`config.mk`:
```
export PLATFORM = sky130hd
export DESIGN_NAME = joy_db15_reader
export DESIGN_NICKNAME = d
export VERILOG_FILES = /design/src/rtl/joy_db15_reader.sv
export SDC_FILE = /design/constraint.sdc
export NUM_CORES = 1
export LEC_CHECK = 0
export ABC_CLOCK_PERIOD_IN_PS = 3900
export BUFFER_PORTS_ARGS = -buffer_cell sky130_fd_sc_hd__buf_2
export CAP_MARGIN = 20
export CORE_MARGIN = 2
export CORE_UTILIZATION = 38
export CTS_BUF_LIST = sky130_fd_sc_hd__clkbuf_8
export DETAILED_ROUTE_END_ITERATION = 10
export RECOVER_POWER = 100
export SLEW_MARGIN = 20
export SYNTH_ARGS = -nofsm -noshare
export SYNTH_HDL_FRONTEND = slang
export SYNTH_SLANG_ARGS = --single-unit
```
`constraint.sdc`:
```
create_clock -name clk_sys -period 3.9 [get_ports clk_sys]
set_input_delay 0.195 -clock clk_sys [delete_from_list [all_inputs] [get_ports clk_sys]]
set_output_delay 0.195 -clock clk_sys [all_outputs]
set_load 0.005 [all_outputs]
```
`src/rtl/joy_db15_reader.sv`:
```
// Serial front end for the DB15 UserIO joystick adapter.
// Drives the adapter's load and shift-clock lines and de-serialises two player
// words. Both words update together once per scan frame, with a joy_valid pulse.
module joy_db15_reader #(
    parameter int unsigned CLK_DIV   = 4,
    parameter int unsigned NBITS     = 12,
    parameter int unsigned GAP_TICKS = 16
) (
    input  logic        clk_sys,
    input  logic        reset_n,
    input  logic        enable,
    input  logic        JOY_DATA,
    output logic        JOY_CLK,
    output logic        JOY_LOAD,
    output logic [15:0] joystick1,
    output logic [15:0] joystick2,
    output logic        joy_valid
);

    localparam int unsigned DW = 10;
    localparam int unsigned GW = 16;
    localparam int unsigned SW = 2 * NBITS;
    localparam int unsigned KW = $clog2(SW);

    typedef enum logic [2:0] {
        ST_IDLE,
        ST_LOAD,
        ST_SHIFT_LO,
        ST_SHIFT_HI,
        ST_DONE
    } state_t;

    logic [1:0]    sync_q;
    logic [DW-1:0] div_q,   div_d;
    state_t        state_q, state_d;
    logic [GW-1:0] gap_q,   gap_d;
    logic [KW-1:0] k_q,     k_d;
    logic [SW-1:0] shift_q, shift_d;
    logic [15:0]   joy1_q,  joy1_d;
    logic [15:0]   joy2_q,  joy2_d;
    logic          joy_clk_q,  joy_clk_d;
    logic          joy_load_q, joy_load_d;
    logic          valid_q,    valid_d;
    logic          tick_c;

    assign tick_c = enable && (div_q == DW'(CLK_DIV - 1));

    // Two-flop synchroniser for the asynchronous serial data line.
    always_ff @(posedge clk_sys or negedge reset_n) begin
        if (!reset_n) begin
            sync_q <= 2'b11;
        end else begin
            sync_q <= {sync_q[0], JOY_DATA};
        end
    end

    // Tick divider; parked at 0 while disabled and during the DONE cycle so
    // the next gap starts on a fresh tick boundary.
    always_comb begin
        div_d = div_q;
        if (!enable || (state_q == ST_DONE) || tick_c) begin
            div_d = '0;
        end else begin
            div_d = div_q + DW'(1);
        end
    end

    // Next-state and registered-output decode for the scan sequencer.
    always_comb begin
        state_d = state_q;
        gap_d   = gap_q;
        k_d     = k_q;
        shift_d = shift_q;
        joy1_d  = joy1_q;
        joy2_d  = joy2_q;

        if (!enable) begin
            state_d = ST_IDLE;
            gap_d   = '0;
            k_d     = '0;
            shift_d = '0;
            joy1_d  = '0;
            joy2_d  = '0;
        end else begin
            case (state_q)
                ST_IDLE: begin
                    if (tick_c) begin
                        if (gap_q == GW'(GAP_TICKS - 1)) begin
                            gap_d   = '0;
                            state_d = ST_LOAD;
                        end else begin
                            gap_d = gap_q + GW'(1);
                        end
                    end
                end
                ST_LOAD: begin
                    if (tick_c) begin
                        k_d     = '0;
                        state_d = ST_SHIFT_LO;
                    end
                end
                ST_SHIFT_LO: begin
                    if (tick_c) begin
                        shift_d[k_q] = ~sync_q[1];
                        state_d      = ST_SHIFT_HI;
                    end
                end
                ST_SHIFT_HI: begin
                    if (tick_c) begin
                        if (k_q == KW'(SW - 1)) begin
                            joy1_d  = 16'(shift_q[NBITS-1:0]);
                            joy2_d  = 16'(shift_q[SW-1:NBITS]);
                            state_d = ST_DONE;
                        end else begin
                            k_d     = k_q + KW'(1);
                            state_d = ST_SHIFT_LO;
                        end
                    end
                end
                ST_DONE: begin
                    state_d = ST_IDLE;
                end
                default: begin
                    state_d = ST_IDLE;
                end
            endcase
        end

        // Pin levels follow the state being entered so they flip on the same edge.
        joy_clk_d  = (state_d != ST_SHIFT_LO);
        joy_load_d = (state_d != ST_LOAD);
        valid_d    = (state_d == ST_DONE);
    end

    // State and output registers.
    always_ff @(posedge clk_sys or negedge reset_n) begin
        if (!reset_n) begin
            div_q      <= '0;
            state_q    <= ST_IDLE;
            gap_q      <= '0;
            k_q        <= '0;
            shift_q    <= '0;
            joy1_q     <= '0;
            joy2_q     <= '0;
            joy_clk_q  <= 1'b1;
            joy_load_q <= 1'b1;
            valid_q    <= 1'b0;
        end else begin
            div_q      <= div_d;
            state_q    <= state_d;
            gap_q      <= gap_d;
            k_q        <= k_d;
            shift_q    <= shift_d;
            joy1_q     <= joy1_d;
            joy2_q     <= joy2_d;
            joy_clk_q  <= joy_clk_d;
            joy_load_q <= joy_load_d;
            valid_q    <= valid_d;
        end
    end

    assign JOY_CLK   = joy_clk_q;
    assign JOY_LOAD  = joy_load_q;
    assign joystick1 = joy1_q;
    assign joystick2 = joy2_q;
    assign joy_valid = valid_q;

endmodule

```
---- Word-level counts from Yosys, hierarchy flattened ----
Index checks and enable logic that the tools add are counted.
cells by class
  add/subtract/negate cells ............... 3
  $mul .................................... 0
  divide/modulo/power cells ............... 0
  $lt $le $gt $ge ......................... 2
  equal/unequal tests ..................... 19
  shifts and indexed selects .............. 0
  muxes and demuxes ....................... 32
  bitwise operators ....................... 1
  reductions and logical operators ........ 10
operators by type and width
  cell                                                        number
  2-to-1 mux 16 bit                                           12
  2-to-1 mux 24 bit                                           3
  bitwise mux 24 bit                                          1
  2-to-1 mux 3 bit                                            7
  2-to-1 mux 5 bit                                            4
  adder 16 x 1 -> 16 bit, second input constant               1
  == test 16 x 4 -> 1 bit, second input constant              1
  case mux 3 bit (4 select lines)                             1
  adder 10 x 1 -> 10 bit, second input constant               1
  == test 10 x 2 -> 1 bit, second input constant              1
  2-to-1 mux 10 bit                                           1
  inequality test 2 x 1 -> 1 bit, second input constant       5
  case mux 5 bit (2 select lines)                             1
  inequality test 3 bit, second input constant                3
  == test 3 x 2 -> 1 bit, second input constant               2
  == test 3 bit, second input constant                        2
  less-than comparator 5 x 6 -> 1 bit, second input constant  1
  inequality test 3 x 1 -> 1 bit, second input constant       2
  adder 5 x 1 -> 5 bit, second input constant                 1
  demux 1 bit (select 5 bit)                                  1
  == test 5 bit, second input constant                        1
  >= comparator 5 x 1 -> 1 bit, second input constant         1
  AND reduction 2 bit                                         2
  AND reduction 4 bit                                         1
  other kinds (9)                                             11
word-level totals
  register bits ........................... 95
  bits in latches ......................... 0
  memory bits (writable) .................. 0
  memory bits (read-only) ................. 0
  input bits .............................. 4
  memories ................................ 0

---- Longest topological paths before layout ----
  depth in word-level cells ............... 8
  mapped depth ............................ 8
  gate-level depth less buffers ........... 6

---- Worst setup path before layout ----
Ideal clock, no wire load.
  path type ............................... reg2reg
  start point ............................. register div_q[0]
  end point ............................... register gap_q[13]
  data arrival time ....................... 2030 ps
  setup slack ............................. 1794 ps
  cell stages (with the launch flop) ...... 8
  path buffers ............................ 1
  period minus slack after synthesis ...... 2106 ps
  path through ............................ dfrtp_1 -> ha_1 -> nor3b_1 -> nand3_2 -> buf_6 -> or4_4 -> or3_1 -> o21ai_1
on the way
  longest elaborated chain between the ends .. 4
ends and longest elaborated chain
  element                                          line  source
  start, declared                                  34    logic [DW-1:0] div_q, div_d;
  start signal, assigned                           149   div_q <= div_d;
  == test 10 x 2 -> 1 bit                          46    assign tick_c = enable && (div_q == DW'(CLK_DIV - 1));
  logical AND 1 bit                                46
  inequality test 2 x 1 -> 1 bit (no source line)  -
  AND reduction 2 bit (no source line)             -
  end signal, assigned                             151   gap_q <= gap_d;
  end, declared                                    36    logic [GW-1:0] gap_q, gap_d;
No other way between the ends.
A chain may end at the register's enable or synchronous reset.

---- Worst setup path after layout ----
  start point ............................. register div_q[0]
  end point ............................... register gap_q[14]
The elaborated chain is that of the path after synthesis.

==> out/results.env <==
SYNTH-MAIN-FF-CELL='sky130_fd_sc_hd__dfrtp_1'
SWSHARE_PCT=24.49
YOSYS.AREA_SHARE.ADDER_PCT=1.787
SYNTH_EDF_COUNT=0
VIOLATIONS='max-capacitance violations, max-slew violations'
FINALWEIGHTEDCONGESTION=0.7887
CTS-BUFFERS-INSERTED=9
YOSYS_REGISTER_BITS=87
TIMING_WORST_SLEW_PIN_VALUE_PS=1525
DRT_ITER0_MARKERS=147
ANTENNA_FOUND_INITIAL=0
LAYOUT_COMMONEST_CELL='sky130_fd_sc_hd__dfrtp_1'
LAYOUT.CELLS.MOST_COMMON_LIST='sky130_fd_sc_hd__dfrtp_1 (83), sky130_fd_sc_hd__nand2_1 (67), sky130_fd_sc_hd__nor2_1 (46)'
DRIVE_GT1_SHARE_PCT=8.705
REPORT.POWER.TOTAL_W=0.001570
PLACE_HPWL_UM=5777
WORSTSKEWPAIRLATENCY_PS=370
POSTROUTEANTENNANETS=0
FINAL.FILL_COUNT=1068
UNREPAIRED_SETUP_ENDPOINTS_AFTER_GLOBAL_ROUTING='no'
CTS_MAX_PATH_BUFFERS=2
POWER.CLOCK.FRACTION_PCT=37.8
ROOT_CELL_OF_THE_CLOCK_TREE='sky130_fd_sc_hd__clkbuf_8'
DRT_PASS1_ITERATIONS=4
SLEW_VIOL_FINAL=30
CRITICAL-PATH-TOP-CELL-BY-COUNT='sky130_fd_sc_hd__nand3_1'
AVGROUTEDWIREPERCELL_UM=14.89
SETUP_VIOL=0
STARTPOINT_TYPE='flip-flop'
GRT_USE_TOTAL_PCT=16.81
START_UTIL_PCT=38.93
CRITICAL_PATH.ENDPOINT_TYPE='flip-flop'
SYNTH_ASYNC_SR_FLOP_SHARE_PCT=100.0
VIAS_IN_THE_FIRST_GLOBAL_ROUTE=3150
DIODES=0
MAXCAPVIOLCOUNT=1
TIMING.FMAX_MHz=338.3
YOSYS_WARNINGS=0
CP_MAX_FO=11
PORTBUFFERS=30
CRITPATHREQUIREDTIME_PS=4180
POWER_DENSITY_mW_PER_MM2=343.9
DRT-VIAS-PER-INSTANCE=5.411
ARRIVAL_PS=3240
CRITICAL_PATH.STARTPOINT='div_q[0]$_DFF_PN0_'
GRT_FIRST_PASS_WIRELENGTH_UM=15600
CORE.ROWCOUNT=38
TOTALWIRELENGTH_UM=9096
NETS=476
SYNTH-XOR-AREA-SHARE_PCT=1.876
SLEW-LIMIT-HEADROOM_PCT=-1.677
POWER.SHARE.SEQUENTIAL_PCT=58.2
YOSYSSEQAREASHARE_PCT=51.94
SYNTH.CELL_AREA_SQ_MM=0.004202
GRT_START_MAX_NET_PINS=60
CPMAXSTAGEDELAYCELL='sky130_fd_sc_hd__nor4_1'
DIE_H_UM=109.2
FINISH.CELL_COUNT_WITHOUT_FILLERS=611
SYNTH-SIMPLE-AREA-SHARE_PCT=24.15
SYNTH_CELL_TYPES=52
FINALCRITICALPERIOD_PS=2956
TIMING.CLOCK.SKEW_PS=13.06
R2R_END='gap_q[14]$_DFFE_PN0P_'
NETLIST_INSTANCES=450
CTS_HTREE_LEVELS=3
VIAS=3306
R2R_SETUP_SLACK_PS=940
DESIGN.PORTCOUNT=39
PLACED_CELLS=593
OUTCOME='finished with violations'
DRC=0
SETUP_TNS_PS=0
SYN_AREA_PER_CELL_SQ_UM=9.337
RR_STARTPOINT='div_q[0]$_DFF_PN0_'
CRITICAL_PATH.CELL_CHAIN='ha_1, nor3b_1, nand3_1, nor4_1, nand3_1, o21ai_0'
PWR-SHARE-COMB_PCT=4.0
POST_CTS_BUFFERS=0
WORSTHOLDPATHTYPE='input port to flip-flop'
LAYOUT-AREA-OVERHEAD-VS-SYNTH_PCT=8.666
FINALHOLDVIOLATIONS=0
SYNTH_TOP_FAMILY_BY_AREA='simple AND/OR/NAND/NOR gates'
LEAKAGE_nW=1.991
CORE_AREA_SQ_MM=0.01079
TIMING.CRITICAL_PATH.SLOWEST_CELL_DELAY_PS=1250
WORSTSETUPPATHTYPE='flip-flop to flip-flop'
CLOCK_SINKS=87
DIE_W_UM=109.2
DESIGN.DIE.AREA_SQ_MM=0.01191
CELLINTERNALPOWER_W=0.001186
TIMING.FINAL.CRIT_SHARE_PCT=75.80
SYNTH_COMPOUND_GATE_AREA_SHARE_PCT=12.24
MAX-VDD-IR-DROP_mV=0.1376
TRITONCTS='yes'
NETSWITCHINGPOWER_W=0.0003846
CLK_PIN_SLEW_WORST_PATHS_PS=90
WORST_R2R_PATH_DEPTH=6
YOSYS-MUX-AREA-FRACTION_PCT=3.127
GRT-OVFL-TOTAL=0
CRITICAL_PATH.ENDPOINT='gap_q[14]$_DFFE_PN0P_'
==> final cells by class <==
type	instances	area, sq um	area share (%)
Clock buffer	11	151.4	3.316
Tap cell	140	175.2	3.837
Clock inverter	5	33.78	0.7399
Timing Repair Buffer	35	171.4	3.754
Inverter	6	22.52	0.4933
Sequential cell	87	2182	47.79
Multi-Input combinational cell	327	1829	40.07
==> cells by family after synthesis <==
group | count (synthesis)
multiplexers | 13
XOR/XNOR | 9
flip-flops | 87
other | 1
AND/OR/NAND/NOR | 205
buffers and inverters | 43
adder cells (fa/ha/maj) | 6
AO/OA/AOI/OAI | 86
==> registers in the layout, summed over array words and instances, names as in the netlist <==
| name | count |
|---|---|
| joystick1 | 12 |
| shift_q | 24 |
| JOY_CLK | 1 |
| joystick2 | 12 |
| sync_q | 2 |
| k_q | 5 |
| gap_q | 16 |
| state_q | 3 |
| JOY_LOAD | 1 |
| joy_valid | 1 |
| div_q | 10 |
==> worst max-delay path, delay by kind of cell, from the launching register on <==
family          cells  cell delay (ps)
simple gates        4             2060
fa+ha+maj           1              210
flops               1              390
compound gates      1              220
==> what timing repair did <==
action | in CTS | in global routing
endpoints found under the hold margin | 55 | 0
hold buffers | 2 | 0
resized for setup | 0 | 0
==> synthesized netlist by cell type, types with 2 or more instances <==
cell,instances,area (sq um)
sky130_fd_sc_hd__nor3b_1,9,67.56
sky130_fd_sc_hd__a21oi_1,39,195.2
sky130_fd_sc_hd__nor2b_1,3,18.77
sky130_fd_sc_hd__nor2_1,46,172.7
sky130_fd_sc_hd__o211ai_1,7,52.55
sky130_fd_sc_hd__and2_1,2,12.51
sky130_fd_sc_hd__nor4_1,3,18.77
sky130_fd_sc_hd__nand2_1,67,251.5
sky130_fd_sc_hd__o31ai_1,2,15.01
sky130_fd_sc_hd__ha_1,6,75.07
sky130_fd_sc_hd__dfstp_2,4,105.1
sky130_fd_sc_hd__a31oi_1,7,43.79
sky130_fd_sc_hd__nor3_1,7,35.03
sky130_fd_sc_hd__buf_2,2,10.01
sky130_fd_sc_hd__a311oi_1,6,52.55
sky130_fd_sc_hd__or3_1,3,18.77
sky130_fd_sc_hd__and4_1,3,26.28
sky130_fd_sc_hd__mux2i_1,12,120.1
sky130_fd_sc_hd__nand2b_1,3,18.77
sky130_fd_sc_hd__or4_1,4,30.03
sky130_fd_sc_hd__buf_4,8,60.06
sky130_fd_sc_hd__o21ai_0,15,75.07
sky130_fd_sc_hd__xor2_1,3,26.28
sky130_fd_sc_hd__and3_1,11,68.82
sky130_fd_sc_hd__nand3_1,31,155.2
sky130_fd_sc_hd__a211oi_1,2,15.01
sky130_fd_sc_hd__clkbuf_1,25,93.84
sky130_fd_sc_hd__inv_1,5,18.77
sky130_fd_sc_hd__xnor2_1,6,52.55
sky130_fd_sc_hd__dfrtp_1,83,2077
sky130_fd_sc_hd__nand4_1,5,31.28
==> power groups by stage <==
stage | Combinational (W) | Clock, W | Sequential [W]
4_1_cts | 0.0000663 | 0.000614 | 0.000914
3_5_place_dp | 0.0000646 | 0 | 0.000932
6_report | 0.0000626 | 0.000594 | 0.000914
5_1_grt | 0.0000729 | 0.000663 | 0.000915
3_3_place_gp | 0.0000629 | 0 | 0.000931
2_1_floorplan | 0.0000429 | 0 | 0.000929
==> metrics by stage <==
stage / setup WS (ps) / area [sq um] / util (%) / hold slack [ps]
after floorplan: 1794 / 4228 / - / -100.6
after global placement: 1410 / 4399 / 40.76 / 305.1
after detailed placement: 1290 / 4399 / 40.76 / 312.6
after CTS: 1274 / 4604 / 42.66 / 233.0
after global routing: 535.1 / 4566 / 42.30 / 260.8
final: 943.7 / 4566 / 42.30 / 253.7
==> layer usage <==
metal	global-route usage, %	wire [um]	share of wire (%)
met3	3.766	490	5.4
met1	23.56	4374	48
met5	0	0	0
met4	7.051	144	1.6
met2	25.02	4086	45
==> how the worst min path moves through the flow <==
stage             start                 endpoint  slack (ps)  cells past startpoint
6_report         enable  shift_q[20]$_DFFE_PN0P_         250                      3
5_1_grt          enable  shift_q[20]$_DFFE_PN0P_         260                      3
4_1_cts          enable  shift_q[20]$_DFFE_PN0P_         230                      3
3_5_place_dp   JOY_DATA      sync_q[0]$_DFF_PN1_         310                      1
3_3_place_gp    reset_n       div_q[0]$_DFF_PN0_         310                      1
2_1_floorplan   reset_n       div_q[0]$_DFF_PN0_        -100                      0
No activity file was read; power rests on OpenSTA's default activity.
